===== config.mk =====
export PLATFORM = sky130hd
export DESIGN_NAME = alu_ctrl_muldiv_flat
export DESIGN_NICKNAME = d
export VERILOG_FILES = /design/src/rtl/alu_ctrl_muldiv_pkg.sv /design/src/rtl/alu_ctrl_muldiv_if.sv /design/src/rtl/alu_ctrl_muldiv_muldiv_iter.sv /design/src/rtl/alu_ctrl_muldiv.sv /design/src/flat_wrapper.sv
export SDC_FILE = /design/constraint.sdc
export NUM_CORES = 1
export LEC_CHECK = 0
export BUFFER_PORTS_ARGS = -buffer_cell sky130_fd_sc_hd__buf_2
export CORE_MARGIN = 8
export CORE_UTILIZATION = 62
export CTS_BUF_LIST = sky130_fd_sc_hd__clkbuf_4
export CTS_CLUSTER_SIZE = 12
export DETAILED_ROUTE_END_ITERATION = 10
export PLACE_DENSITY = 0.79
export SLEW_MARGIN = 15
export SYNTH_ARGS = -nofsm -noshare
export SYNTH_HDL_FRONTEND = slang
export SYNTH_SLANG_ARGS = --single-unit

===== constraint.sdc =====
create_clock -name clk -period 3.48 [get_ports clk]
set_input_delay 0.696 -clock clk [delete_from_list [all_inputs] [get_ports clk]]
set_output_delay 0.696 -clock clk [all_outputs]
set_load 0.1 [all_outputs]

===== src/rtl/alu_ctrl_muldiv_pkg.sv =====
// Shared ALU control constants and the multiply/divide engine state type.
// Used by the EX-stage ALU control, the muldiv engine and the main control.
package alu_pkg;

    localparam logic [2:0] ALU_OP_MEM   = 3'b000;
    localparam logic [2:0] ALU_OP_BEQ   = 3'b001;
    localparam logic [2:0] ALU_OP_ARITH = 3'b010;
    localparam logic [2:0] ALU_OP_SLTI  = 3'b011;
    localparam logic [2:0] ALU_OP_BNE   = 3'b100;

    localparam logic [2:0] ALU_CODE_AND   = 3'b000;
    localparam logic [2:0] ALU_CODE_OR    = 3'b001;
    localparam logic [2:0] ALU_CODE_ADD   = 3'b010;
    localparam logic [2:0] ALU_CODE_SUB_N = 3'b101;
    localparam logic [2:0] ALU_CODE_SUB   = 3'b110;
    localparam logic [2:0] ALU_CODE_SLT   = 3'b111;

    localparam logic [5:0] FUNC_AND   = 6'b100100;
    localparam logic [5:0] FUNC_OR    = 6'b100101;
    localparam logic [5:0] FUNC_ADD   = 6'b100000;
    localparam logic [5:0] FUNC_ADDU  = 6'b100001;
    localparam logic [5:0] FUNC_JR    = 6'b001000;
    localparam logic [5:0] FUNC_SUB   = 6'b100010;
    localparam logic [5:0] FUNC_SLT   = 6'b101010;
    localparam logic [5:0] FUNC_MFHI  = 6'b010000;
    localparam logic [5:0] FUNC_MTHI  = 6'b010001;
    localparam logic [5:0] FUNC_MFLO  = 6'b010010;
    localparam logic [5:0] FUNC_MTLO  = 6'b010011;
    localparam logic [5:0] FUNC_MULT  = 6'b011000;
    localparam logic [5:0] FUNC_MULTU = 6'b011001;
    localparam logic [5:0] FUNC_DIV   = 6'b011010;
    localparam logic [5:0] FUNC_DIVU  = 6'b011011;

    typedef enum logic [1:0] {
        MD_IDLE = 2'b00,
        MD_MUL  = 2'b01,
        MD_DIV  = 2'b10
    } md_state_e;

    // The eight HI/LO funcs all share the 01x0xx pattern.
    function automatic logic is_hilo_func(input logic [5:0] f);
        return (f[5:4] == 2'b01) && !f[2];
    endfunction

endpackage


===== src/rtl/alu_ctrl_muldiv_if.sv =====
// EX-stage bus between the pipeline and the ALU control / muldiv block.
interface alu_ctrl_muldiv_if #(parameter int WIDTH = 32);

    logic             valid;
    logic [2:0]       alu_op;
    logic [5:0]       func;
    logic [WIDTH-1:0] rs_val;
    logic [WIDTH-1:0] rt_val;
    logic [2:0]       alu_code;
    logic             illegal;
    logic             hilo_wb;
    logic [WIDTH-1:0] hilo_rdata;
    logic             stall;
    logic             busy;

    modport master (
        output valid, alu_op, func, rs_val, rt_val,
        input  alu_code, illegal, hilo_wb, hilo_rdata, stall, busy
    );

    modport slave (
        input  valid, alu_op, func, rs_val, rt_val,
        output alu_code, illegal, hilo_wb, hilo_rdata, stall, busy
    );

endinterface


===== src/rtl/alu_ctrl_muldiv_muldiv_iter.sv =====
// Iterative shift-add multiplier / restoring divider, one bit per cycle.
// MULDIV_SIGNED_EN enables the signed magnitude/sign-fix path.
module muldiv_iter
    import alu_pkg::*;
#(
    parameter  int WIDTH = 32,
    localparam int CNT_W = $clog2(WIDTH)
) (
    input  logic             clk,
    input  logic             rst,
    input  logic             start,
    input  logic             signed_op,
    input  logic             is_div,
    input  logic [WIDTH-1:0] op_a,
    input  logic [WIDTH-1:0] op_b,
    output logic             busy,
    output logic             done,
    output logic [WIDTH-1:0] hi,
    output logic [WIDTH-1:0] lo
);

    md_state_e          state_q, state_d;
    logic [CNT_W-1:0]   cnt_q;
    logic [2*WIDTH-1:0] acc_q, acc_step, prod_fix;
    logic [WIDTH-1:0]   b_q, mag_a, mag_b, quo, rem;
    logic [WIDTH:0]     mul_sum, div_shift, div_diff;
    logic               neg_res_q, neg_rem_q, div_zero_q;
    logic               sign_a, sign_b, last;

`ifdef MULDIV_SIGNED_EN
    assign sign_a = signed_op & op_a[WIDTH-1];
    assign sign_b = signed_op & op_b[WIDTH-1];
`else
    logic unused_signed;
    assign unused_signed = signed_op;
    assign sign_a = 1'b0;
    assign sign_b = 1'b0;
`endif

    assign mag_a = sign_a ? -op_a : op_a;
    assign mag_b = sign_b ? -op_b : op_b;
    assign last  = (cnt_q == CNT_W'(WIDTH - 1));
    assign busy  = (state_q != MD_IDLE);

    // acc holds {partial product, multiplier} or {remainder, dividend/quotient}.
    always_comb begin
        mul_sum   = {1'b0, acc_q[2*WIDTH-1:WIDTH]} + (acc_q[0] ? {1'b0, b_q} : '0);
        div_shift = acc_q[2*WIDTH-1:WIDTH-1];
        div_diff  = div_shift - {1'b0, b_q};
        if (state_q == MD_DIV) begin
            if (!div_diff[WIDTH])
                acc_step = {div_diff[WIDTH-1:0], acc_q[WIDTH-2:0], 1'b1};
            else
                acc_step = {div_shift[WIDTH-1:0], acc_q[WIDTH-2:0], 1'b0};
        end else begin
            acc_step = {mul_sum, acc_q[WIDTH-1:1]};
        end
    end

    // Divide by zero falls out as quotient all-ones and remainder = dividend;
    // only the signed quotient needs forcing back to all-ones.
    always_comb begin
        prod_fix = neg_res_q ? -acc_step : acc_step;
        quo      = acc_step[WIDTH-1:0];
        rem      = acc_step[2*WIDTH-1:WIDTH];
        if (state_q == MD_DIV) begin
            hi = neg_rem_q ? -rem : rem;
            lo = div_zero_q ? '1 : (neg_res_q ? -quo : quo);
        end else begin
            hi = prod_fix[2*WIDTH-1:WIDTH];
            lo = prod_fix[WIDTH-1:0];
        end
    end

    always_comb begin
        state_d = state_q;
        done    = 1'b0;
        case (state_q)
            MD_IDLE: begin
                if (start)
                    state_d = is_div ? MD_DIV : MD_MUL;
            end
            MD_MUL, MD_DIV: begin
                if (last) begin
                    done    = 1'b1;
                    state_d = MD_IDLE;
                end
            end
            default: state_d = MD_IDLE;
        endcase
    end

    always_ff @(posedge clk) begin
        if (rst) begin
            state_q    <= MD_IDLE;
            cnt_q      <= '0;
            acc_q      <= '0;
            b_q        <= '0;
            neg_res_q  <= 1'b0;
            neg_rem_q  <= 1'b0;
            div_zero_q <= 1'b0;
        end else begin
            state_q <= state_d;
            if (state_q == MD_IDLE) begin
                if (start) begin
                    cnt_q      <= '0;
                    acc_q      <= {{WIDTH{1'b0}}, mag_a};
                    b_q        <= mag_b;
                    neg_res_q  <= sign_a ^ sign_b;
                    neg_rem_q  <= sign_a;
                    div_zero_q <= (op_b == '0);
                end
            end else begin
                acc_q <= acc_step;
                cnt_q <= last ? '0 : cnt_q + 1'b1;
            end
        end
    end

endmodule


===== src/rtl/alu_ctrl_muldiv.sv =====
// EX-stage ALU control with HI/LO registers and iterative multiply/divide.
// MULDIV_SIGNED_EN enables signed MULT/DIV; otherwise they decode as illegal.
module alu_ctrl_muldiv
    import alu_pkg::*;
#(
    parameter int WIDTH = 32
) (
    input  logic              clk,
    input  logic              rst,
    alu_ctrl_muldiv_if.slave  bus
);

`ifdef MULDIV_SIGNED_EN
    localparam bit SIGNED_EN = 1'b1;
`else
    localparam bit SIGNED_EN = 1'b0;
`endif

    logic [WIDTH-1:0] hi_q, lo_q, md_hi, md_lo;
    logic             md_busy, md_done, md_start;
    logic             hilo_instr, issue, is_arith;

    always_comb begin
        bus.alu_code = ALU_CODE_ADD;
        bus.illegal  = 1'b0;
        case (bus.alu_op)
            ALU_OP_MEM:  bus.alu_code = ALU_CODE_ADD;
            ALU_OP_BEQ:  bus.alu_code = ALU_CODE_SUB;
            ALU_OP_SLTI: bus.alu_code = ALU_CODE_SLT;
            ALU_OP_BNE:  bus.alu_code = ALU_CODE_SUB_N;
            ALU_OP_ARITH: begin
                case (bus.func)
                    FUNC_AND:  bus.alu_code = ALU_CODE_AND;
                    FUNC_OR:   bus.alu_code = ALU_CODE_OR;
                    FUNC_ADD, FUNC_ADDU, FUNC_JR,
                    FUNC_MFHI, FUNC_MTHI, FUNC_MFLO, FUNC_MTLO,
                    FUNC_MULTU, FUNC_DIVU: bus.alu_code = ALU_CODE_ADD;
                    FUNC_SUB:  bus.alu_code = ALU_CODE_SUB;
                    FUNC_SLT:  bus.alu_code = ALU_CODE_SLT;
                    FUNC_MULT, FUNC_DIV: begin
                        bus.alu_code = ALU_CODE_ADD;
                        bus.illegal  = !SIGNED_EN;
                    end
                    default:   bus.illegal = 1'b1;
                endcase
            end
            default: bus.illegal = 1'b1;
        endcase
    end

    // A stalled HI/LO instruction re-presents next cycle, so only issue
    // (side effects) when the engine is idle.
    always_comb begin
        is_arith   = bus.valid && (bus.alu_op == ALU_OP_ARITH);
        hilo_instr = is_arith && is_hilo_func(bus.func);
        bus.stall  = hilo_instr && md_busy;
        issue      = hilo_instr && !md_busy;
        md_start   = issue && ((bus.func == FUNC_MULTU) || (bus.func == FUNC_DIVU) ||
                               (SIGNED_EN && ((bus.func == FUNC_MULT) || (bus.func == FUNC_DIV))));
        bus.hilo_wb    = is_arith && ((bus.func == FUNC_MFHI) || (bus.func == FUNC_MFLO));
        bus.hilo_rdata = (bus.func == FUNC_MFHI) ? hi_q : lo_q;
        bus.busy       = md_busy;
    end

    muldiv_iter #(.WIDTH(WIDTH)) u_muldiv (
        .clk       (clk),
        .rst       (rst),
        .start     (md_start),
        .signed_op (!bus.func[0]),
        .is_div    (bus.func[1]),
        .op_a      (bus.rs_val),
        .op_b      (bus.rt_val),
        .busy      (md_busy),
        .done      (md_done),
        .hi        (md_hi),
        .lo        (md_lo)
    );

    // MTHI/MTLO can never coincide with done: they only issue while idle.
    always_ff @(posedge clk) begin
        if (rst) begin
            hi_q <= '0;
            lo_q <= '0;
        end else if (md_done) begin
            hi_q <= md_hi;
            lo_q <= md_lo;
        end else if (issue && (bus.func == FUNC_MTHI)) begin
            hi_q <= bus.rs_val;
        end else if (issue && (bus.func == FUNC_MTLO)) begin
            lo_q <= bus.rs_val;
        end
    end

endmodule


===== src/flat_wrapper.sv =====
// flat-port wrapper written by rule: the top's interface ports become plain ports
module alu_ctrl_muldiv_flat import alu_pkg::*;
#(
    parameter int WIDTH = 32
)
  (clk, rst, bus_valid, bus_alu_op, bus_func, bus_rs_val, bus_rt_val, bus_alu_code, bus_illegal, bus_hilo_wb, bus_hilo_rdata, bus_stall, bus_busy);
  alu_ctrl_muldiv_if #(.WIDTH(WIDTH)) bus_i ();
  input  logic clk;
  input  logic rst;
  input wire logic [$bits(bus_i.valid)-1:0] bus_valid;
  input wire logic [$bits(bus_i.alu_op)-1:0] bus_alu_op;
  input wire logic [$bits(bus_i.func)-1:0] bus_func;
  input wire logic [$bits(bus_i.rs_val)-1:0] bus_rs_val;
  input wire logic [$bits(bus_i.rt_val)-1:0] bus_rt_val;
  output wire logic [$bits(bus_i.alu_code)-1:0] bus_alu_code;
  output wire logic [$bits(bus_i.illegal)-1:0] bus_illegal;
  output wire logic [$bits(bus_i.hilo_wb)-1:0] bus_hilo_wb;
  output wire logic [$bits(bus_i.hilo_rdata)-1:0] bus_hilo_rdata;
  output wire logic [$bits(bus_i.stall)-1:0] bus_stall;
  output wire logic [$bits(bus_i.busy)-1:0] bus_busy;
  assign bus_i.valid = bus_valid;
  assign bus_i.alu_op = bus_alu_op;
  assign bus_i.func = bus_func;
  assign bus_i.rs_val = bus_rs_val;
  assign bus_i.rt_val = bus_rt_val;
  assign bus_alu_code = bus_i.alu_code;
  assign bus_illegal = bus_i.illegal;
  assign bus_hilo_wb = bus_i.hilo_wb;
  assign bus_hilo_rdata = bus_i.hilo_rdata;
  assign bus_stall = bus_i.stall;
  assign bus_busy = bus_i.busy;
  alu_ctrl_muldiv #(.WIDTH(WIDTH)) u_core (.clk(clk), .rst(rst), .bus(bus_i));
endmodule

==> out/qor.txt <==
Final #Nets - 1850
worst rel slew slack - 40.7%
CP required - 3.99 ns
top_reg_cell synth - dfxtp_1
final period utilization - 97.3%
largest fanout on the critical path - 8
Avg Vias per Cell - 6.42
Placement Rows - 51
via count - 12700
Final Power - 3.49 mW
final setup fails - 0
Crit. End Element - register
routed len/inst - 20.1 um
Startpoint Class - register
actual slew at the worst max-slew pin - 0.888 ns
CTS tree - yes
Tmin final - 3.39 ns
# IOs - 115
Design Area, Final - 14000 um2
Worst-Skew Late Latency - 0.62 ns
CP max-delay cell - nor3_4
pwr dens - 249 nW/um2
Hold Path Class - in2reg
DP HPWL - 29.1 mm
hold_ws - 0.307 ns
Clock Root Buffer - clkbuf_4
IO buf count - 114
status - finished, final reports clean
clock slew at reported path FFs - 0.17 ns
sequential fraction of the synthesis area - 27.8%
Highest Signal Layer - met4
reg-to-reg startpoint - u_core.u_muldiv.b_q[29]
Static Leakage - 5.70 nW
First-pass DRT Iterations - 5
drt first-iter violations - 1164
kind of critical path - reg2reg
peak supply drop - 0.204 mV
Netlist Area Pre-Place - 12100 um2
Placed Cells - 1944
hold path start - bus_rt_val[29]
WL met3 - 2.94 mm
Non-Filler Instances - 1984
Syn. warnings - 0
crit path cell chain - inv_1 -> ha_1 -> a21oi_1 -> nor2_1 -> a211oi_1 -> nor2b_1 -> a31oi_2 -> nor3_4 -> buf_4 -> nor4_1 -> a311o_1 -> a22o_1
Avg Cell Area, Syn - 7.50 um2
register bit count reported by yosys - 168
chip height - 156 um
Reg2Reg Capture Point - u_core.u_muldiv.acc_q[52]
Hold Path Cell Cnt - 3
routed wire length on met2 - 18.4 mm
final hold viol count - 0
Final GP Congestion - 0.996
antenna violations before repair - 1
Clock Skews - 0.0213 ns
largest net degree at the start of global routing - 66
clk sinks - 168
CTS Buf Count - 17
wire length of the first global-routing pass - 63.4 mm
largest stage delay on the critical path - 0.51 ns
Chip Width - 156 um
fin util - 72.8%
grt ovf - 0
EDFF count, synth - 0
area grow syn2layout - 16.0%
die area - 24200 um2
Synth cell types - 74
Initial Util - 62.7%
max cap viols - 0
Core Area - 19300 um2
CTS H-Tree Depth - 4
met1 WL - 16.1 mm
max-slew violations - 0
Antenna Nets Post-Route - 0
layout cells sized above 1 - 16.8%
Longest Clk Path Bufs - 2
worst hold endpoint - u_core.u_muldiv.b_q[29]
gr usage total - 32.4%
Fmax achieved - 295 MHz
Worst Reg-to-Reg Cells - 12
vias in the first global route - 12200
Post-Syn Instances - 1611
WL final - 39.9 mm
Mapped Nets - 1757
DP Area - 13600 um2
async set-reset flop share out of synthesis - 0%
hold buffers post-CTS - 0
CP arrival - 3.90 ns
drc violations - 0
flop2flop setup slack - 0.09 ns
==> worst max path at each step <==
stage          cells past startpoint  slack, ns                      start                         to
2_1_floorplan                      6       0.01                bus_func[1]                bus_illegal
3_3_place_gp                      14       0.07  u_core.u_muldiv.acc_q[31]  u_core.u_muldiv.acc_q[61]
3_5_place_dp                      14      -0.04  u_core.u_muldiv.acc_q[31]            u_core.hi_q[26]
4_1_cts                           14      0.004  u_core.u_muldiv.acc_q[31]            u_core.hi_q[26]
5_1_grt                           13      -0.21    u_core.u_muldiv.b_q[29]  u_core.u_muldiv.acc_q[62]
6_report                          12       0.09    u_core.u_muldiv.b_q[29]  u_core.u_muldiv.acc_q[52]
==> cells in the mapped netlist, types with 44 or more instances <==
master	count	area [um2]
a21oi_1	165	826
clkbuf_1	87	327
dfxtp_1	168	3360
ha_1	68	851
inv_1	48	180
mux2_2	44	495
mux2i_1	46	460
nand2_1	267	1000
nand3_1	64	320
nor2_1	126	473
o21ai_0	60	300
==> report_power, final <==
part	switching, mW	internal, mW	total (mW)
Clock	0.902	0.426	1.33
Combinational	0.156	0.0770	0.233
Sequential	0.00140	1.93	1.93
==> routing by layer <==
| layer | up-vias | track usage (%) |
|---|---|---|
| li1 | 5985 | - |
| met2 | 649 | 53.1 |
| met4 | 0 | 19.1 |
| met1 | 5935 | 39.2 |
| met3 | 169 | 5.65 |
| met5 | - | 0 |
==> repair_timing <==
item	CTS	global route
setup buffers	0	4
resized for setup	1	11
pin swaps	1	2
cloned	1	1
endpoints found under the setup margin	8	49
==> cell usage in the layout, fill, tap and decap left out, drive strengths merged, types with 44 or more instances in the layout <==
cell,synthesis,routed
a21oi,165,165
mux2i,46,46
dfxtp,168,168
buf,21,182
ha,68,68
o21ai,66,66
nand3,64,64
nor2,127,129
inv,48,54
mux2,44,44
nand2,267,267
==> area by class of cell <==
cell class / count / area [um2]
Timing Repair Buffer: 182 / 1590
Sequential cell: 168 / 3360
Clock inverter: 15 / 220
Inverter: 49 / 184
Tap cell: 265 / 332
Fill cell: 1575 / 5250
Multi-Input combinational cell: 1286 / 8200
Clock buffer: 17 / 128
Antenna cell: 2 / 5.00
==> state kept, by name (all words and copies together) (netlist names) <==
register,flops
u_core.u_muldiv.state_q,2
u_core.u_muldiv.b_q,32
u_core.u_muldiv.div_zero_q,1
u_core.lo_q,32
u_core.u_muldiv.cnt_q,5
u_core.hi_q,32
u_core.u_muldiv.acc_q,64
==> per-stage QoR <==
stage / setup TNS [ns] / setup WS (ns)
floorplan: 0 / 0.0144
global placement: 0 / 0.0709
detailed placement: -0.112 / -0.0367
CTS: 0 / 0.00393
global route: -1.36 / -0.214
finish: 0 / 0.0922
==> critical path: cells and delay by family (launching register included) <==
| family | cells | cell delay (ns) |
|---|---|---|
| AOI/OAI and AO/OA | 5 | 1.31 |
| and+or+nand+nor | 4 | 0.91 |
| DFF | 1 | 0.39 |
| buffers and inverters | 2 | 0.34 |
| adders and majority gates | 1 | 0.33 |
==> cell families after synthesis <==
kind of cell             count (synthesis)  share of synthesized area [%]
multiplexers                            90                           7.91
flip-flops                             168                           27.8
adder cells (fa/ha/maj)                 70                           7.37
AO/OA/AOI/OAI                          456                           24.4
XOR/XNOR                                51                           3.70
AND/OR/NAND/NOR                        617                           23.6
buffers and inverters                  159                           5.27
Note: power is estimated with default switching activity, not from simulation.
